**src/rtl/spi_con_arbiter.sv**
```systemverilog
// Round-robin arbiter/sequencer sharing one spi_con controller among NUM_REQ requesters.
// Optional WAIT-state watchdog enabled by defining SPI_ARB_TIMEOUT_EN.
module spi_con_arbiter #(
  parameter int NUM_REQ        = 4,
  parameter int DATA_WIDTH     = 8,
  parameter int TIMEOUT_CYCLES = 4096
) (
  input  logic                          clk_in,
  input  logic                          rst_in,
  input  logic [NUM_REQ-1:0]            req_in,
  input  logic [NUM_REQ*DATA_WIDTH-1:0] req_data_in,
  output logic [NUM_REQ-1:0]            ack_out,
  output logic [DATA_WIDTH-1:0]         resp_data_out,
  output logic [$clog2(NUM_REQ)-1:0]    resp_id_out,
  output logic                          resp_err_out,
  output logic                          busy_out,
  output logic [DATA_WIDTH-1:0]         spi_data_out,
  output logic                          spi_trigger_out,
  input  logic [DATA_WIDTH-1:0]         spi_data_in,
  input  logic                          spi_valid_in
);

  localparam int IDW = $clog2(NUM_REQ);

  typedef enum logic [1:0] {
    ST_IDLE  = 2'd0,
    ST_ISSUE = 2'd1,
    ST_WAIT  = 2'd2,
    ST_RESP  = 2'd3
  } state_t;

  state_t                 state_q, state_d;
  logic [IDW-1:0]         grant_q, grant_d;
  logic [IDW-1:0]         last_grant_q, last_grant_d;
  logic [IDW-1:0]         resp_id_q, resp_id_d;
  logic [DATA_WIDTH-1:0]  spi_data_q, spi_data_d;
  logic [DATA_WIDTH-1:0]  resp_data_q, resp_data_d;
  logic [NUM_REQ-1:0]     ack_q, ack_d;
  logic                   resp_err_q, resp_err_d;
  logic                   trig_q, trig_d;
  logic                   busy_q, busy_d;

  logic                   rr_found_s;
  logic [IDW-1:0]         rr_idx_s;
  logic [DATA_WIDTH-1:0]  rr_data_s;
  logic                   timeout_hit_s;

  // Pick the first requesting index after last_grant, wrapping, together with its data slice.
  always_comb begin
    rr_found_s = 1'b0;
    rr_idx_s   = '0;
    rr_data_s  = '0;
    for (int off = 1; off <= NUM_REQ; off++) begin
      for (int i = 0; i < NUM_REQ; i++) begin
        if (!rr_found_s && req_in[i] && (((int'(last_grant_q) + off) % NUM_REQ) == i)) begin
          rr_found_s = 1'b1;
          rr_idx_s   = IDW'(i);
          rr_data_s  = req_data_in[i*DATA_WIDTH +: DATA_WIDTH];
        end
      end
    end
  end

`ifdef SPI_ARB_TIMEOUT_EN
  localparam int TOW = $clog2(TIMEOUT_CYCLES + 1);

  logic [TOW-1:0] wd_cnt_q, wd_cnt_d;

  // Watchdog counts WAIT cycles; cleared while issuing so it starts at zero on WAIT entry.
  always_comb begin
    wd_cnt_d = wd_cnt_q;
    if (state_q == ST_ISSUE) begin
      wd_cnt_d = '0;
    end else if (state_q == ST_WAIT) begin
      wd_cnt_d = wd_cnt_q + TOW'(1);
    end else begin
      wd_cnt_d = wd_cnt_q;
    end
  end

  // The count equals the number of completed WAIT cycles, so expiry lands on WAIT cycle TIMEOUT_CYCLES.
  assign timeout_hit_s = (state_q == ST_WAIT) && (wd_cnt_q == TOW'(TIMEOUT_CYCLES - 1));

  // Watchdog counter register.
  always_ff @(posedge clk_in or posedge rst_in) begin
    if (rst_in) begin
      wd_cnt_q <= '0;
    end else begin
      wd_cnt_q <= wd_cnt_d;
    end
  end
`else
  assign timeout_hit_s = 1'b0;

  // TIMEOUT_CYCLES only matters to the watchdog build; keep it referenced here.
  if (TIMEOUT_CYCLES < 1) begin : g_timeout_param_unused
  end
`endif

  // Next-state and registered-output logic; outputs are loaded on the transition into their cycle.
  always_comb begin
    state_d      = state_q;
    grant_d      = grant_q;
    last_grant_d = last_grant_q;
    spi_data_d   = spi_data_q;
    resp_data_d  = resp_data_q;
    resp_id_d    = resp_id_q;
    resp_err_d   = resp_err_q;
    ack_d        = '0;
    trig_d       = 1'b0;

    case (state_q)
      ST_IDLE: begin
        if (rr_found_s) begin
          grant_d      = rr_idx_s;
          last_grant_d = rr_idx_s;
          spi_data_d   = rr_data_s;
          trig_d       = 1'b1;
          state_d      = ST_ISSUE;
        end else begin
          state_d = ST_IDLE;
        end
      end
      ST_ISSUE: begin
        state_d = ST_WAIT;
      end
      ST_WAIT: begin
        // Valid data beats a simultaneous watchdog expiry.
        if (spi_valid_in) begin
          resp_data_d = spi_data_in;
          resp_err_d  = 1'b0;
          resp_id_d   = grant_q;
          for (int i = 0; i < NUM_REQ; i++) begin
            ack_d[i] = (grant_q == IDW'(i));
          end
          state_d = ST_RESP;
        end else if (timeout_hit_s) begin
          resp_data_d = '0;
          resp_err_d  = 1'b1;
          resp_id_d   = grant_q;
          for (int i = 0; i < NUM_REQ; i++) begin
            ack_d[i] = (grant_q == IDW'(i));
          end
          state_d = ST_RESP;
        end else begin
          state_d = ST_WAIT;
        end
      end
      ST_RESP: begin
        state_d = ST_IDLE;
      end
      default: begin
        state_d = ST_IDLE;
      end
    endcase

    busy_d = (state_d != ST_IDLE);
  end

  // State and output registers; last_grant resets to the top index so requester 0 wins first.
  always_ff @(posedge clk_in or posedge rst_in) begin
    if (rst_in) begin
      state_q      <= ST_IDLE;
      grant_q      <= '0;
      last_grant_q <= IDW'(NUM_REQ - 1);
      spi_data_q   <= '0;
      resp_data_q  <= '0;
      resp_id_q    <= '0;
      resp_err_q   <= 1'b0;
      ack_q        <= '0;
      trig_q       <= 1'b0;
      busy_q       <= 1'b0;
    end else begin
      state_q      <= state_d;
      grant_q      <= grant_d;
      last_grant_q <= last_grant_d;
      spi_data_q   <= spi_data_d;
      resp_data_q  <= resp_data_d;
      resp_id_q    <= resp_id_d;
      resp_err_q   <= resp_err_d;
      ack_q        <= ack_d;
      trig_q       <= trig_d;
      busy_q       <= busy_d;
    end
  end

  assign ack_out         = ack_q;
  assign resp_data_out   = resp_data_q;
  assign resp_id_out     = resp_id_q;
  assign resp_err_out    = resp_err_q;
  assign busy_out        = busy_q;
  assign spi_data_out    = spi_data_q;
  assign spi_trigger_out = trig_q;

endmodule

```
**config.mk**
```make
export PLATFORM = sky130hd
export DESIGN_NAME = spi_con_arbiter
export DESIGN_NICKNAME = d
export VERILOG_FILES = /design/src/rtl/spi_con_arbiter.sv
export SDC_FILE = /design/constraint.sdc
export NUM_CORES = 1
export LEC_CHECK = 0
export ABC_AREA = 1
export CORE_UTILIZATION = 40
export CTS_BUF_LIST = sky130_fd_sc_hd__clkbuf_8
export DETAILED_ROUTE_END_ITERATION = 12
export PLACE_DENSITY_LB_ADDON = 0.15
export SLEW_MARGIN = 20
export SYNTH_ARGS = -nofsm -noshare
export SYNTH_HDL_FRONTEND = slang
export SYNTH_SLANG_ARGS = --single-unit
```
**constraint.sdc**
```tcl
create_clock -name clk_in -period 4.6 [get_ports clk_in]
set_input_delay 0.46 -clock clk_in [delete_from_list [all_inputs] [get_ports clk_in]]
set_output_delay 0.46 -clock clk_in [all_outputs]
set_load 0.05 [all_outputs]
```
# Yosys cells after proc, flatten, opt, wreduce, memory -nomap -nowiden
# Cells that the tools add are included.
# W data, S select, Z words.
[totals]
reg_bits = 30
in_bits = 47
out_inout_bits = 25
word_cells = 148
[op_classes]
addsub = 4
n_eq_ne = 18
muxes = 54
n_bitwise = 4
reduce_logical = 59
[ops]
columns = ["op", "n"]
rows = [
  ["$logic_not A32 Y1", 4],
  ["$mux W8", 16],
  ["$logic_and A1 B1 Y1", 31],
  ["$mux W2", 14],
  ["$eq A3 B3 Y1 const B", 8],
  ["$mux W1", 21],
  ["$logic_not A1 Y1", 15],
  ["$eq A3 B2 Y1 const B", 4],
  ["$eq A2 B2 Y1 const B", 4],
  ["$mux W4", 2],
  ["$pmux W2 S4", 1],
  ["$reduce_or A2 Y1", 4],
  ["$add A2 B1 Y2 const B", 2],
  ["$add A2 B2 Y2 const B", 2],
  ["$and A1 B1 Y1 const A", 4],
  ["$eq A2 B1 Y1 const B", 2],
  ["$logic_not A2 Y1", 2],
  ["$reduce_and A2 Y1", 2],
  ["$reduce_bool A2 Y1", 1],
]

# Longest topological paths before layout
# Gate-level depths: netlist of the first run.
[logic_depth]
word_depth = 69
mapped_depth = 17
depth_no_buf = 17

# Worst setup path after synthesis of the first run
# Ideal clock, no wire load.
[synth_path]
path_type = "register to register"
from = "register last_grant_q[0]"
to = "register grant_q[1]"
setup_time_ns = 0.121
arrival_time_ns = 2.025
t_required_ns = 4.479
setup_slack_ns = 2.454
path_stages_with_launch = 15
n_path_buf = 1
period_less_slack_ns = 2.146
cell_sequence = "dfstp_2 > nor2_1 > nand2_2 > nand3_4 > nor2_8 > nand4_4 > nor2_8 > nand4_4 > nor3_2 > nand4_1 > nand2_1 > buf_6 > inv_2 > nand2_1 > o21ai_1"
[synth_via]
elab_chain_len = 67
elab_cells_between_ends = 105
classes_between = "4 x add/sub; 12 x eq/ne; 30 x mux; 4 x bitwise; 55 x reduce/logical"
[synth_rtl]
columns = ["item", "line", "text"]
rows = [
  ["start: declaration", "34", "logic [IDW-1:0] last_grant_q, last_grant_d;"],
  ["start signal: assignment", "165", "last_grant_q <= IDW'(NUM_REQ - 1);"],
  ["start signal: assignment", "176", "last_grant_q <= last_grant_d;"],
  ["$add A2 B1 Y2", "55", "if (!rr_found_s && req_in[i] && (((int'(last_grant_q) + off) % NUM_REQ) == i)) begin"],
  ["$reduce_or A2 Y1 (no source line)", "-", ""],
  ["$and A1 B1 Y1 (no source line)", "-", ""],
  ["$logic_not A32 Y1", "55", ""],
  ["$logic_and A1 B1 Y1", "55", ""],
  ["$mux W1", "55", ""],
  ["$logic_not A1 Y1", "55", ""],
  ["$logic_and A1 B1 Y1 (2 in series)", "55", ""],
  ["[... 48 more ...]", "-", ""],
  ["$mux W1", "55", ""],
  ["$logic_not A1 Y1", "55", ""],
  ["$logic_and A1 B1 Y1 (2 in series)", "55", ""],
  ["$mux W1", "55", ""],
  ["$logic_not A1 Y1", "55", ""],
  ["$logic_and A1 B1 Y1 (2 in series)", "55", ""],
  ["$mux W1", "55", ""],
  ["$reduce_and A2 Y1 (no source line)", "-", ""],
  ["end signal: assignment", "175", "grant_q <= grant_d;"],
  ["end: declaration", "33", "logic [IDW-1:0] grant_q, grant_d;"],
]
# Parallel ways exist; a longest one is shown, timed or not.
# A chain may end at the register's enable or synchronous reset.

# Worst setup path in the final report of the first run
[layout_path]
from = "input req_in[0]"
to = "register grant_q[1]"
[layout_via]
elab_chain_len = 63
elab_cells_between_ends = 77
classes_between = "30 x mux; 47 x reduce/logical"
[layout_rtl]
columns = ["item", "line", "text"]
rows = [
  ["start: declaration", "10", "input logic [NUM_REQ-1:0] req_in,"],
  ["$logic_and A1 B1 Y1", "55", ""],
  ["$mux W1", "55", ""],
  ["$logic_not A1 Y1", "55", ""],
  ["$logic_and A1 B1 Y1 (2 in series)", "55", ""],
  ["$mux W1", "55", ""],
  ["$logic_not A1 Y1", "55", ""],
  ["$logic_and A1 B1 Y1 (2 in series)", "55", ""],
  ["$mux W1", "55", ""],
  ["[... 43 more ...]", "-", ""],
  ["$mux W1", "55", ""],
  ["$logic_not A1 Y1", "55", ""],
  ["$logic_and A1 B1 Y1 (2 in series)", "55", ""],
  ["$mux W1", "55", ""],
  ["$logic_not A1 Y1", "55", ""],
  ["$logic_and A1 B1 Y1 (2 in series)", "55", ""],
  ["$mux W1", "55", ""],
  ["$reduce_and A2 Y1 (no source line)", "-", ""],
]
# Parallel ways exist; a longest one is shown, timed or not.

==> metrics.md, run 1 <==
| Metric | Value |
|---|---|
| Final WS setup | `1.50 ns` |
| Net load switching power | `0.00115 W` |
| CP peak stage delay | `0.62 ns` |
| Via Count | `3009` |
| Crit end category | `flop` |
| Initial antenna violation count | `0` |
| Pre-antenna DRT Iters | `4` |
| Worst Hold Depth | `1` |
| Worst r2r path cells | `13` |
| Gp weighted congestion | `0.900` |
| Startpoint types | `input pin` |
| Worst EP arrival | `3.26 ns` |
| Overflow after GRT | `0` |
| Wire length of the first global-routing pass | `12400 microns` |
| Synth Cell Area | `0.00259 sq mm` |
| Unrepaired setup endpoints after global routing | `no` |
| Syn Area/Cell | `5.95 sq um` |
| # diodes | `0` |
| Fin. Hold Viols | `0` |
| Synth Net Count | `485` |
| Synth Instances | `436` |
| Relative slew margins | `59.8%` |
| Final core utilization | `56.6%` |
| Hold-critical path endpoint | `ack_out[2]` |
| Crit-path slowest cell | `clkdlybuf4s50_1` |
| Clock Sinks | `30` |
| Largest family of logic cells by synthesized area | `simple AND/OR/NAND/NOR gates` |
| CP Cell Sequence | `clkdlybuf4s50_1 > nand3_1 > nand3_4 > nor2_8 > nand4_4 > nor2_8 > nand4_4 > nor3_2 > nand4_1 > nand2_1 > inv_2 > nand2_1 > o21ai_1` |
| Worst min path class | `reg2reg` |
| # hold bufs at CTS | `0` |
| Worst-path fanout max | `20` |
| Post-synthesis mux area share | `0%` |
| Post-CTS resize count | `0` |
| Initial Utilization | `42.5%` |
| Reg power frac | `21.1%` |
| Final Cycle Share | `67.3%` |
| Synthesis warning total | `0` |
| Synth top area cells | `dfrtp_1 (27%), nor2_1 (18%), nand2_1 (18%)` |
| CTS clk-pin slew, worst paths | `0.06 ns` |
| Worst reg-to-reg setup slack | `1.80 ns` |
| Worst Path Required | `4.76 ns` |
| Worst R2R Start | `last_grant_q[0]` |
| Status | `finished clean` |
| Residual DRC | `0` |
| Seq cells post-synth | `30` |
| Layout cells sized above 1 | `6.30%` |
| Synth unique cells | `32` |
| Worst Setup Path Type | `in2reg` |
| Vias in the first global route | `2742` |
| Nets | `556` |
| Post-synthesis adder-cell area fraction | `0.965%` |
| Cell taking the most area after synthesis | `dfrtp_1` |
| Die extent in y | `82.5 microns` |
| Pint | `0.000998 W` |
| Final HPWL DP | `6340 microns` |
| Avg WL per Cell | `13.5 microns` |
| Die width | `82.5 microns` |
| Synth Area in Simple Gates | `59.0%` |
| Slew Limit Fails | `0` |
| Xor/xnor cell area share of the yosys netlist | `0%` |
| CTS buffer count | `5` |
| Max Fclk | `323 MHz` |
| CTS tree | `yes` |
| Global route hottest layer | `met2` |
| Met3 Use GR | `4.18%` |
| Number of max-cap violations | `0` |
| Cell Rows | `28` |
| DP Worst Slack | `1.22 ns` |
| Post-CTS setup buffer count | `0` |
| HP Start | `grant_q[0]` |
| Comb power frac | `69.1%` |
| Least-Margin Pin Slew | `0.601 ns` |
| R2R Path End | `grant_q[1]` |
| Insertion delay to the later sink of the worst-skew pair | `0.27 ns` |
| PortBufs | `70` |
| Ports | `72` |
| Setup-failing EPs final | `0` |
| Cell Pwr Density | `623 mW/mm^2` |
| Post-layout min period | `3.10 ns` |
| Layout area overhead | `33.0%` |
| Post-synthesis compound-gate area fraction | `1.98%` |
| Global-route usage over all layers | `23.8%` |
| Die area | `0.00681 sq mm` |
| Power share of the clock group | `9.8%` |
| Synth top area share | `27.0%` |
| Setup Skew | `0.00577 ns` |
| Seq/Total Area, Yosys | `29.0%` |
| Worst VDD drop | `0.500 mV` |
| Setup TNS | `0 ns` |
| Core Region | `0.00610 sq mm` |
| Largest net degree at the start of global routing | `31` |
| Met1 Usage GRT | `31.1%` |
| DR vias/cell | `5.16` |
| Root Driver | `clkbuf_8` |
| Maximum clock path buffer count | `2` |
| Final wirelength | `7840 microns` |
| H-tree levels | `2` |
| 1st-iter DRT viols | `156` |
| LEAKAGE | `1.75 nW` |
| Detail Route Antenna Nets | `0` |
| Met2 usage | `41.1%` |
| Sw Share | `53.5%` |
## logic make-up after synthesis
| logic type | count (synthesis) |
|---|---|
| adders and majority gates | 2 |
| other | 1 |
| and+or+nand+nor | 337 |
| buffers and inverters | 57 |
| DFF | 30 |
| AOI/OAI and AO/OA | 9 |
## flip-flops by register name, indices dropped and copies added, names as in the netlist
signal           cells
last_grant_q         2
resp_id_out          2
busy_out             1
spi_trigger_out      1
spi_data_out         8
state_q              2
ack_out              4
grant_q              2
resp_data_out        8
## power groups by stage
stage / Clock (W) / Sequential (W) / Combinational, W
after floorplan: 0 / 0.000749 / 0.000784
after global placement: 0 / 0.000458 / 0.00146
after detailed placement: 0 / 0.000459 / 0.00148
after CTS: 0.000214 / 0.000455 / 0.00148
after global routing: 0.000228 / 0.000470 / 0.00163
final: 0.000210 / 0.000454 / 0.00148
## area by class of cell
cell class	instances	area, sq um
Clock buffer	6	82.6
Clock inverter	2	8.76
Fill cell	634	2650
Inverter	49	184
Multi-Input combinational cell	349	1610
Sequential cell	30	753
Tap cell	75	93.8
Timing Repair Buffer	72	716
## worst max-delay path: cells and delay by family
kind            cells  cell delay (ns)
simple gates       10             1.96
buf+inv             2             0.76
compound gates      1             0.07
## worst max-delay path by stage
stage | slack [ns] | cells after the start | to | start
3_3_place_gp | 1.32 | 13 | grant_q[1] | req_in[0]
5_1_grt | 1.25 | 13 | grant_q[1] | req_in[0]
4_1_cts | 1.50 | 13 | grant_q[1] | req_in[0]
3_5_place_dp | 1.22 | 13 | grant_q[1] | req_in[0]
6_report | 1.50 | 13 | grant_q[1] | req_in[0]
2_1_floorplan | 2.45 | 14 | grant_q[1] | last_grant_q[0]
## routing by layer
metal,vias to the layer above,part of all wire [%]
met4,0,1.4
met3,8,5.2
li1,1529,-
met5,-,0
met2,84,47
met1,1388,46
## stage by stage
| stage | power, W | instances | hold WS [ns] | instance area (sq um) |
|---|---|---|---|---|
| finish | 0.00215 | 583 | 0.479 | 3450 |
| detailed placement | 0.00194 | 575 | 0.468 | 3360 |
| global placement | 0.00192 | 575 | 0.462 | 3360 |
| CTS | 0.00215 | 583 | 0.481 | 3450 |
| global route | 0.00233 | 583 | 0.505 | 3450 |
| floorplan | 0.00153 | 436 | 0.446 | 2590 |
## synth_stat cells
master and number:
nor2_4 2, nand4_4 2, a31oi_1 1, ha_1 2, conb_1 1, a21oi_1 2
nor3_2 1, nor2_2 2, nand2_2 2, inv_1 39, o21ai_0 1, dfrtp_1 28
clkinv_1 6, a21o_1 1, o211ai_1 1, nor2_8 2, nand4_1 20, nand2_1 121
dfstp_2 2, nand3_1 54, nor3_1 3, nand4_2 3, nand3_4 1, clkbuf_1 1
nand3_2 1, nor2_1 123, buf_6 1, o21ai_1 3, buf_4 1, buf_2 3
buf_1 2, inv_2 4
## cells in the final DEF, fill, tap and decap left out, drive strengths merged
cell           netlist  final
a21o                 1      1
a21oi                2      2
a31oi                1      1
buf                  7      2
clkbuf               1      6
clkdlybuf4s50        0     70
clkinv               6      7
conb                 1      1
dfrtp               28     28
dfstp                2      2
ha                   2      2
inv                 43     44
nand2              123    123
nand3               56     56
nand4               25     25
nor2               129    129
nor3                 4      4
o211ai               1      1
o21ai                4      4
Power figures use the tool's default switching activity.
==> run 2: changes to the inputs <==
clock period = 2.8 ns   (was 4.6 ns; I/O delays follow)
==> metrics.md, run 2 (synthesis gave the netlist of run 1 again) <==
| Metric | Value |
|---|---|
| Worst EP arrival | `2.68 ns` |
| Status | `finished clean` |
| Worst r2r path cells | `14` |
| DP Worst Slack | `0.113 ns` |
| Seq. cell area | `753 sq um` |
| Largest net degree at the start of global routing | `31` |
| Avg WL per Cell | `13.4 microns` |
| CP peak stage delay | `0.60 ns` |
| Worst VDD drop | `0.733 mV` |
| Root Driver | `clkbuf_8` |
| Initial antenna violation count | `0` |
| Overflow after GRT | `0` |
| Detail Route Antenna Nets | `0` |
| Clock Sinks | `30` |
| Crit end category | `flop` |
| Final wirelength | `7970 microns` |
| Layout cells sized above 1 | `8.46%` |
| Worst Setup Path Type | `reg2reg` |
| Slew Limit Fails | `0` |
| CP Cell Sequence | `nor2_1 > nand2_2 > nand3_4 > nor2_8 > nand4_4 > nor2_8 > nand4_4 > nor3_2 > nand2_1 > nor2_1 > nor2_1 > nand2_1 > nand2_1 > nand2_1` |
| Worst Path Required | `3.02 ns` |
| Critical Path Source | `last_grant_q[0]` |
| Multi-input logic area | `0.00162 sq mm` |
| Core Region | `0.00610 sq mm` |
| Final instance area | `0.00356 sq mm` |
| Most frequent cells in the layout | `nor2_1 (123), nand2_1 (121), clkdlybuf4s50_1 (70), nand3_1 (54), inv_1 (40)` |
| Worst reg-to-reg setup slack | `0.34 ns` |
| Post-CTS setup buffer count | `0` |
| Power, Total | `0.00365 W` |
| Number of max-cap violations | `0` |
| Worst setup path end | `spi_data_out[3]` |
| # diodes | `0` |
| Global-route usage over all layers | `25.4%` |
| Startpoint types | `flop` |
| Gp weighted congestion | `0.900` |
| Vias in the first global route | `2984` |
| Final HPWL DP | `6270 microns` |
| # hold bufs at CTS | `0` |
| Commonest non-fill, non-tap cell in the layout | `nor2_1` |
| Nets | `568` |
| Die extent in y | `82.5 microns` |
| Via Count | `3067` |
| Initial Utilization | `42.5%` |
| Met2 usage | `45.0%` |
| R2R Path End | `spi_data_out[3]` |
| 1st-iter DRT viols | `175` |
| Cell Pwr Density | `1030 mW/mm^2` |
| Post-CTS resize count | `0` |
| Maximum clock path buffer count | `2` |
| Post-DP Area | `0.00346 sq mm` |
| Die width | `82.5 microns` |
| Max Fclk | `407 MHz` |
| Setup-failing EPs final | `0` |
| Worst R2R Start | `last_grant_q[0]` |
| Worst min path class | `in2async` |
| PortBufs | `70` |
| Final Cycle Share | `87.8%` |
| LEAKAGE | `1.82 nW` |
| Ports | `72` |
| Pre-antenna DRT Iters | `5` |
| Wire length of the first global-routing pass | `13300 microns` |
| Crit-path most repeated cell | `nand2_1` |
| Unrepaired setup endpoints after global routing | `no` |
| Insertion delay to the later sink of the worst-skew pair | `0.28 ns` |
| Global route hottest layer | `met2` |
| Crit-path slowest cell | `dfstp_2` |
| CTS tree | `yes` |
| Fillers | `619` |
| Met3 Use GR | `4.07%` |
| Residual DRC | `0` |
| Least-Margin Pin Slew | `0.567 ns` |
| CTS buffer count | `5` |
| Setup TNS | `0 ns` |
| Cell Rows | `28` |
| Final WS setup | `0.341 ns` |
| H-tree levels | `2` |
| Relative slew margins | `61.9%` |
| Worst-path fanout max | `10` |
| Setup Skew | `0.00264 ns` |
| CTS clk-pin slew, worst paths | `0.06 ns` |
| Die area | `0.00681 sq mm` |
| DR vias/cell | `5.15` |
| Met1 Usage GRT | `32.0%` |
| Fin. Hold Viols | `0` |
| Layout area overhead | `37.1%` |
| Post-layout min period | `2.46 ns` |
==> run 2: final cells by class <==
| cell class | count | share of cell area, % |
|---|---|---|
| Multi-Input combinational cell | 349 | 45.4 |
| Timing Repair Buffer | 84 | 23.0 |
| Sequential cell | 30 | 21.2 |
| Inverter | 49 | 5.17 |
| Tap cell | 75 | 2.64 |
| Clock buffer | 6 | 2.32 |
| Clock inverter | 2 | 0.246 |
==> run 2: worst max-delay path: cells and delay by family, from the launching register on <==
family,cells,cell delay (ns)
DFF,1,0.60
and+or+nand+nor,14,1.78
==> run 2: per-layer routing <==
metal | wire, microns | vias up | part of all wire (%)
met2 | 4010 | 87 | 50
met5 | 0 | - | 0
met1 | 3370 | 1419 | 42
li1 | - | 1548 | -
met4 | 137 | 0 | 1.7
met3 | 455 | 13 | 5.7
==> run 2: stage by stage <==
step	hold WS [ns]	util [%]	cells
3_3_place_gp	0.461	56.8	587
3_5_place_dp	0.465	56.8	587
2_1_floorplan	0.369	-	436
4_1_cts	0.385	58.3	595
5_1_grt	0.435	58.4	595
6_report	0.372	58.4	595
==> run 2: where the power goes <==
group / switching, W / internal [W] / total (W)
Sequential: 0.000115 / 0.000634 / 0.000749
Combinational: 0.00165 / 0.000898 / 0.00254
Clock: 0.000161 / 0.000194 / 0.000355
Total: 0.00192 / 0.00173 / 0.00365
==> run 2: worst min-delay path by stage <==
stage	start	endpoint	slack (ns)	cells past startpoint
after floorplan	rst_in	ack_out[0]	0.37	1
after global placement	resp_id_out[1]	resp_id_out[1]	0.46	2
after detailed placement	resp_id_out[1]	resp_id_out[1]	0.46	2
after CTS	rst_in	spi_data_out[3]	0.39	3
after global routing	rst_in	busy_out	0.44	3
final	rst_in	busy_out	0.37	3
